**src/rtl/pipe_ctrl_pkg.sv**
```systemverilog
// Shared state encodings and stage index constants for the pipeline control unit.
package pipe_ctrl_pkg;

    typedef enum logic [1:0] {
        PCTRL_IDLE    = 2'd0,
        PCTRL_MC_BUSY = 2'd1,
        PCTRL_FLUSH   = 2'd2
    } pctrl_state_t;

    localparam int unsigned STG_PC  = 0;
    localparam int unsigned STG_ID  = 1;
    localparam int unsigned STG_EX  = 2;
    localparam int unsigned STG_MC  = 3;
    localparam int unsigned STG_MEM = 4;
    localparam int unsigned STG_WB  = 5;

endpackage

```
**src/rtl/pctrl_stall_encode.sv**
```systemverilog
// Converts an effective stall request index into a thermometer hold vector:
// registers 0..req_idx hold, register req_idx+1 receives a bubble.
module pctrl_stall_encode #(
    parameter int unsigned NUM_STAGES = 6,
    parameter int unsigned IDX_W      = $clog2(NUM_STAGES)
) (
    input  logic                  req_valid,
    input  logic [IDX_W-1:0]      req_idx,
    output logic [NUM_STAGES-1:0] stall
);

    always_comb begin
        stall = '0;
        for (int unsigned i = 0; i < NUM_STAGES; i++) begin
            stall[i] = req_valid && (i <= 32'(req_idx));
        end
    end

endmodule

```
**src/rtl/pipe_ctrl.sv**
```systemverilog
// Pipeline control: merges stage stall requests, tracks multi-cycle EX ops and
// issues flush/redirect on exceptions. Optional perf counters: PIPE_CTRL_PERF_EN.
module pipe_ctrl
    import pipe_ctrl_pkg::*;
#(
    parameter int unsigned NUM_STAGES = 6,
    parameter int unsigned MC_STAGE   = 3,
    parameter int unsigned PC_W       = 32
) (
    input  logic                  clk,
    input  logic                  rst,
    input  logic [NUM_STAGES-1:0] stallreq,
    input  logic                  mc_start,
    input  logic                  mc_done,
    output logic                  mc_cancel,
    output logic                  mc_busy,
    input  logic                  excp_valid,
    input  logic [PC_W-1:0]       excp_pc,
    output logic [NUM_STAGES-1:0] stall,
    output logic [NUM_STAGES-1:0] flush,
    output logic                  redirect_valid,
    output logic [PC_W-1:0]       redirect_pc
`ifdef PIPE_CTRL_PERF_EN
   ,output logic [31:0]           perf_stall_cyc,
    output logic [31:0]           perf_mc_cyc,
    output logic [31:0]           perf_flush_cnt
`endif
);

    localparam int unsigned IDX_W = $clog2(NUM_STAGES);

    pctrl_state_t     state, state_nx;
    logic             req_valid;
    logic [IDX_W-1:0] req_idx;
    logic             mc_req;

    always_ff @(posedge clk) begin
        if (rst) state <= PCTRL_IDLE;
        else     state <= state_nx;
    end

    always_comb begin
        state_nx       = state;
        req_valid      = 1'b0;
        req_idx        = '0;
        mc_req         = 1'b0;
        flush          = '0;
        redirect_valid = 1'b0;
        redirect_pc    = '0;
        mc_cancel      = 1'b0;
        if (rst) begin
            state_nx = PCTRL_IDLE;
        end else if (excp_valid) begin
            state_nx       = PCTRL_FLUSH;
            flush          = {{(NUM_STAGES-1){1'b1}}, 1'b0};
            redirect_valid = 1'b1;
            redirect_pc    = excp_pc;
            mc_cancel      = (state == PCTRL_MC_BUSY) || mc_start;
        end else begin
            case (state)
                PCTRL_IDLE: begin
                    // the issuing cycle already holds MC_STAGE
                    if (mc_start) begin
                        state_nx = PCTRL_MC_BUSY;
                        mc_req   = 1'b1;
                    end
                end
                PCTRL_MC_BUSY: begin
                    if (mc_done) state_nx = PCTRL_IDLE;
                    else         mc_req   = 1'b1;
                end
                PCTRL_FLUSH: state_nx = PCTRL_IDLE;
                default:     state_nx = PCTRL_IDLE;
            endcase
            if (state != PCTRL_FLUSH) begin
                for (int unsigned i = 0; i < NUM_STAGES; i++) begin
                    if (i != 0 && stallreq[i]) begin
                        req_valid = 1'b1;
                        req_idx   = IDX_W'(i);
                    end
                end
                if (mc_req && (!req_valid || 32'(req_idx) < MC_STAGE)) begin
                    req_idx = IDX_W'(MC_STAGE);
                end
                req_valid = req_valid || mc_req;
            end
        end
    end

    assign mc_busy = !rst && (state == PCTRL_MC_BUSY);

    pctrl_stall_encode #(
        .NUM_STAGES (NUM_STAGES),
        .IDX_W      (IDX_W)
    ) u_stall_encode (
        .req_valid (req_valid),
        .req_idx   (req_idx),
        .stall     (stall)
    );

`ifdef PIPE_CTRL_PERF_EN
    always_ff @(posedge clk) begin
        if (rst) begin
            perf_stall_cyc <= '0;
            perf_mc_cyc    <= '0;
            perf_flush_cnt <= '0;
        end else begin
            if (stall[0])                perf_stall_cyc <= perf_stall_cyc + 32'd1;
            if (state == PCTRL_MC_BUSY)  perf_mc_cyc    <= perf_mc_cyc + 32'd1;
            if (excp_valid)              perf_flush_cnt <= perf_flush_cnt + 32'd1;
        end
    end
`endif

endmodule
```
**config.mk**
```make
export PLATFORM = sky130hd
export DESIGN_NAME = pipe_ctrl
export DESIGN_NICKNAME = d
export VERILOG_FILES = /design/src/rtl/pipe_ctrl_pkg.sv /design/src/rtl/pctrl_stall_encode.sv /design/src/rtl/pipe_ctrl.sv
export SDC_FILE = /design/constraint.sdc
export NUM_CORES = 1
export LEC_CHECK = 0
export CORE_ASPECT_RATIO = 0.9
export CORE_MARGIN = 10
export CORE_UTILIZATION = 17
export CTS_CLUSTER_DIAMETER = 150
export DETAILED_ROUTE_END_ITERATION = 7
export PLACE_DENSITY = 0.76
export SETUP_SLACK_MARGIN = 0.02
export SLEW_MARGIN = 20
export SYNTH_ARGS = -nofsm -noshare
export SYNTH_HDL_FRONTEND = slang
export SYNTH_SLANG_ARGS = --single-unit
```
**constraint.sdc**
```tcl
create_clock -name clk -period 1.1 [get_ports clk]
set_input_delay 0.22 -clock clk [delete_from_list [all_inputs] [get_ports clk]]
set_output_delay 0.22 -clock clk [all_outputs]
set_load 0.03 [all_outputs]
```
## After elaboration in Yosys (flattened, before gate mapping)

Cells that the tools add are included.

- $lt $le $gt $ge: 6
- Eq/ne operators: 6
- Mux-type cells: 40
- Reduce and logical (&&, ||, !) cells: 16

Operators by type and width:

| operator | count |
|---|---|
| 2-to-1 mux 32 bit | 2 |
| 2-to-1 mux 3 bit | 11 |
| 2-to-1 mux 1 bit | 20 |
| 2-to-1 mux 6 bit | 2 |
| logical AND 1 bit | 7 |
| less-or-equal comparator 2 x 3 -> 1 bit, first input constant | 2 |
| less-or-equal comparator 3 bit, first input constant | 2 |
| 2-to-1 mux 2 bit | 3 |
| != test 2 bit, second input constant | 3 |
| != test 3 bit, second input constant | 2 |
| one-hot mux 2 bit (2 select lines) | 1 |
| AND reduction 2 bit | 2 |
| less-or-equal comparator 1 x 3 -> 1 bit, first input constant | 1 |
| logical OR 1 bit | 3 |
| less-than comparator 3 x 2 -> 1 bit, second input constant | 1 |
| equality test 2 x 1 -> 1 bit, second input constant | 1 |
| logical NOT 1 bit | 2 |
| logical NOT 2 bit | 1 |
| one-hot mux 1 bit (2 select lines) | 1 |
| OR reduction 2 bit | 1 |

- Register bits: 2
- Bits of input ports: 43
- Output and inout port bits: 47
- Logic and storage cells: 70

## Depth between registers and ports, before layout

- Word-level depth: 17
- Gate-level depth with buffers: 4
- Gate-level depth less buffers: 3

## Cells and area by module

From an unflattened synthesis, not the netlist that was laid out.

- Cells, all modules: 73
- Area, all modules: 500.5 µm²

By module, submodules not included:

| module | times used | cells an instance | area an instance (µm²) | sequential area each (µm²) |
|---|---|---|---|---|
| pipe_ctrl | 1 | 66 | 449.2 | 40.0 |
| pctrl_stall_encode | 1 | 7 | 51.3 | 0.0 |

## Worst setup path after synthesis

Ideal clock, no wire load.

- Kind: register -> output
- Start: reg state[0]
- End: out stall[2]
- Arrival time: 1168 ps
- Data required time: 880 ps
- Setup slack: -288 ps
- Stages on the path, launching flop included: 4
- Buffers on the path: 0
- Cells stage by stage: dfxtp_1 > nor2b_1 > o21ai_2 > a31oi_1

- Cells in the longest elaborated chain, start to end: 11
- Elaborated cells between the ends (all ways): 17
- Classes of those cells: order compare (1); eq/ne (2); mux (10); reduce/logical (4)

RTL lines:

| element | RTL line | text |
|---|---|---|
| start: declaration | pipe_ctrl.sv:32 | `pctrl_state_t state, state_nx;` |
| start signal: assignment | pipe_ctrl.sv:39 | `else state <= state_nx;` |
| equality test 2 x 1 -> 1 bit or logical NOT 2 bit (tied branches) | pipe_ctrl.sv:60 | `case (state)` |
| one-hot mux 1 bit (2 select lines) | pipe_ctrl.sv:60 |  |
| 2-to-1 mux 1 bit | pipe_ctrl.sv:53 | `end else if (excp_valid) begin` |
| 2-to-1 mux 1 bit | pipe_ctrl.sv:51 | `if (rst) begin` |
| logical AND 1 bit | pipe_ctrl.sv:82 | `if (mc_req && (!req_valid \|\| 32'(req_idx) < MC_STAGE)) begin` |
| 2-to-1 mux 3 bit | pipe_ctrl.sv:82 |  |
| 2-to-1 mux 3 bit | pipe_ctrl.sv:75 | `if (state != PCTRL_FLUSH) begin` |
| 2-to-1 mux 3 bit | pipe_ctrl.sv:53 |  |
| 2-to-1 mux 3 bit | pipe_ctrl.sv:51 |  |
| less-or-equal comparator 2 x 3 -> 1 bit | pctrl_stall_encode.sv:15 | `stall[i] = req_valid && (i <= 32'(req_idx));` |
| logical AND 1 bit * | pctrl_stall_encode.sv:15 |  |
| end: declaration | pipe_ctrl.sv:19 | `output logic [NUM_STAGES-1:0] stall,` |

Every way passes the cells marked *; elsewhere a longest branch is shown, timed or not. The select of a mux whose other input is x is not followed.

## Worst setup path after layout

- Start: reg state[0]
- End: out stall[0]

- Cells in the longest elaborated chain, start to end: 8
- Elaborated cells between the ends (all ways): 10
- Classes of those cells: eq/ne (2); mux (6); reduce/logical (2)

RTL lines:

| element | RTL line | text |
|---|---|---|
| equality test 2 x 1 -> 1 bit or logical NOT 2 bit (tied branches) | pipe_ctrl.sv:60 |  |
| one-hot mux 1 bit (2 select lines) | pipe_ctrl.sv:60 |  |
| 2-to-1 mux 1 bit | pipe_ctrl.sv:53 |  |
| 2-to-1 mux 1 bit | pipe_ctrl.sv:51 |  |
| logical OR 1 bit | pipe_ctrl.sv:85 | `req_valid = req_valid \|\| mc_req;` |
| 2-to-1 mux 1 bit * | pipe_ctrl.sv:75 |  |
| 2-to-1 mux 1 bit * | pipe_ctrl.sv:53 |  |
| 2-to-1 mux 1 bit * | pipe_ctrl.sv:51 |  |

Marked as above.

==> impl_metrics.csv <==
group,metric,value,unit
routing,drtIter0Drc,8,
timing,finalHoldViolations,0,
run_status,violations,"setup timing",
die,rows,17,
critical_path,worstPathRequired,880,ps
place,preCtsSetupSlack,-554,ps
die,coreArea,0.00253,mm^2
clock_network,clock_path_buffers,2,
die,die_h,69.4,um
clock_network,cts.sinks,2,
finish,largest_reg_flops,2,
critical_path,cp_cell_sequence,"nor2b_4, o21ai_4, a31oi_1, buf_4",
synthesis,syn_area,460,um^2
synthesis,syn_nets,111,
die,die_x,74.9,um
critical_path,cpMaxStageDelayCell,"dfxtp_4",
clock_network,clk_latency,220,ps
critical_path,r2r_cells,5,
clock_network,cts_hold_buf,0,
timing,fmax,686,MHz
critical_path,crit_cells,4,
critical_path,critPathMaxStageDelay,350,ps
timing,maxSlewViolCount,0,
finish,regMostFlops,"state",
die,start_util,18.2,%
critical_path,startpoint_type,"register",
critical_path,r2r-start,"state[0]$_SDFFE_PP0P_",
routing,routed_wl,3450,um
clock_network,cts_tree,"done",
hold_path,min_path_type,"primary input to register",
timing,whs,254,ps
critical_path,path_buf_inv,1,
timing,finalSetupTns,-5260,ps
global_route,grt_use_total,11.9,%
routing,drt_first_pass_iters,2,
die,io_pins,90,
clock_network,cts-root-buf,"clkbuf_4",
finish,nNetsFinal,209,
global_route,grt_pass1_vias,953,
clock_network,cts_inserted_buffers,3,
global_route,gr-total-overflow,0,
global_route,grt_max_degree,13,
routing,route.antenna.remaining_nets,0,
critical_path,arrival,1240,ps
power,p_per_area,547,mW/mm^2
timing,fin_crit_sh,133,%
run,maxCapViolCount,0,
critical_path,crit_path_end,"stall[0]",
routing,viasPerCell,4.32,
synthesis,ys_seq_area_share,8.70,%
critical_path,crit_type,"register to primary output",
clock_network,cts.htree.levels,1,
power,vdd_drop_max,0.316,mV
critical_path,worstPathMaxFanout,5,
timing,setup_violations,47,
finish,area_growth,272,%
synthesis,syn_area_per_cell,6.77,um^2
critical_path,endpoint_kind,"primary output",
critical_path,regToRegSetupSlack,0,ps
timing,clock_skew,2.72,ps
timing,min_period,1460,ps
finish,diodes,0,
critical_path,cp-startpoint,"state[0]$_SDFFE_PP0P_",
synthesis,synth-seq-cells,2,
timing,fin_ws,-358,ps
place,postPlaceCellArea,0.00132,mm^2
run_status,status,"finished with violations",
routing,drc,0,
synthesis,synth_cells,68,
finish,reg_top3,"state x2",
die,die_area,0.00519,mm^2
finish,design_area,0.00171,mm^2
place,place.port_buffers,87,
global_route,antenna_found_initial,0,
synthesis,ys.warnings.count,0,
synthesis,yosysUniqueCellTypes,15,
routing,vias,830,
place,dpl.hpwl,2570,um
power,p_leak,0.000845,uW
finish,drive_above_1_share,70.1,%
clock_network,clk_pin_slew,30,ps
routing,wl_per_cell,18.0,um
timing,rsz0062_at_grt,"true",
place,gp_congestion,0.750,
critical_path,r2r-end,"state[0]$_SDFFE_PP0P_",
critical_path,critPathTopFamily,"flip-flops",
global_route,grt_pass1_wl,4890,um
-- placed cells by master, fill, tap and decap left out --
cell             netlist  layout
buf_4                  7       9
nor2_2                 0       2
dfxtp_2                0       1
buf_8                  0       3
nor3_2                 0       1
dlygate4sd2_1          0      16
dlymetal6s2s_1         0       3
nor2b_4                1       4
buf_6                  3      49
nor2b_1                5       1
nor3_4                 0       1
inv_1                  3       2
and2_1                32       2
clkdlybuf4s50_1        0      20
conb_1                 1       1
buf_16                 0       1
buf_12                 0       2
dfxtp_4                0       1
nor2_1                 5       3
a31oi_1                3       1
and2_4                 0      30
nor2b_2                0       1
o21a_2                 0       1
a21oi_2                0       1
inv_2                  0       1
a31oi_4                0       1
clkbuf_4               0       3
o21ai_4                0       2
a31oi_2                0       1
-- worst reg2reg max path, stage by stage (launching register included) --
cell and delay, ps:
dfxtp_4 350, nor2b_4 130, o21ai_4 220, buf_4 160, buf_4 100, nor3_2 30
-- cells by family after synthesis --
kind of cell	share of synthesized area, %
other	0.814
buffers and inverters	21.2
AOI/OAI and AO/OA	9.78
and+or+nand+nor	59.5
DFF	8.70
-- per-stage QoR --
stage	util, %	std cells	power [uW]
floorplan	-	68	363
global placement	52.2	181	637
detailed placement	52.2	181	643
CTS	66.9	192	950
global route	67.7	192	982
finish	67.7	192	936
-- metal layers --
metal / vias to the layer above / global-route usage, % / share of wire (%)
met5: - / 0 / 0
li1: 395 / - / -
met2: 49 / 23.4 / 56
met3: 2 / 5.71 / 11
met1: 384 / 10.4 / 33
met4: 0 / 1.88 / 0.12
-- cells in the mapped netlist --
cell type	n	area share, %
nor2b_4	1	3.0
and2_1	32	43
nor2_1	5	4.1
o21ai_2	1	1.9
a31oi_1	3	4.1
nor2b_1	5	6.8
o21a_1	1	1.6
o21ai_1	1	1.1
nor3_1	2	2.2
inv_1	3	2.4
buf_4	7	11
dfxtp_1	2	8.7
buf_6	3	7.3
a21oi_1	1	1.1
conb_1	1	0.81
-- timing repair --
item	CTS	global route
endpoints found under the hold margin	0	0
setup buffers	5	2
pin swaps	28	4
endpoints found under the setup margin	47	47
gates cloned	3	0
resized for setup	109	16
-- area by class of cell --
type	count	area [um^2]
inverter	3	11.3
clock buffer	3	22.5
fill	181	818
multi-input combinational	53	489
sequential	2	45.0
timing repair buffer	103	1110
tap	28	35.0
-- where the power goes --
group / internal [uW] / switching (uW)
combinational: 382 / 317
clock: 120 / 36.0
sequential: 75.8 / 4.92
-- worst min path at each step --
stage	from	endpoint	cells after the start
CTS	excp_valid	state[0]$_SDFFE_PP0P_	3
global route	excp_valid	state[0]$_SDFFE_PP0P_	3
global placement	state[1]$_SDFFE_PP0P_	state[0]$_SDFFE_PP0P_	5
finish	excp_valid	state[0]$_SDFFE_PP0P_	3
detailed placement	state[1]$_SDFFE_PP0P_	state[0]$_SDFFE_PP0P_	5
floorplan	rst	state[0]$_SDFFE_PP0P_	1
No activity file was read; power rests on OpenSTA's default activity.
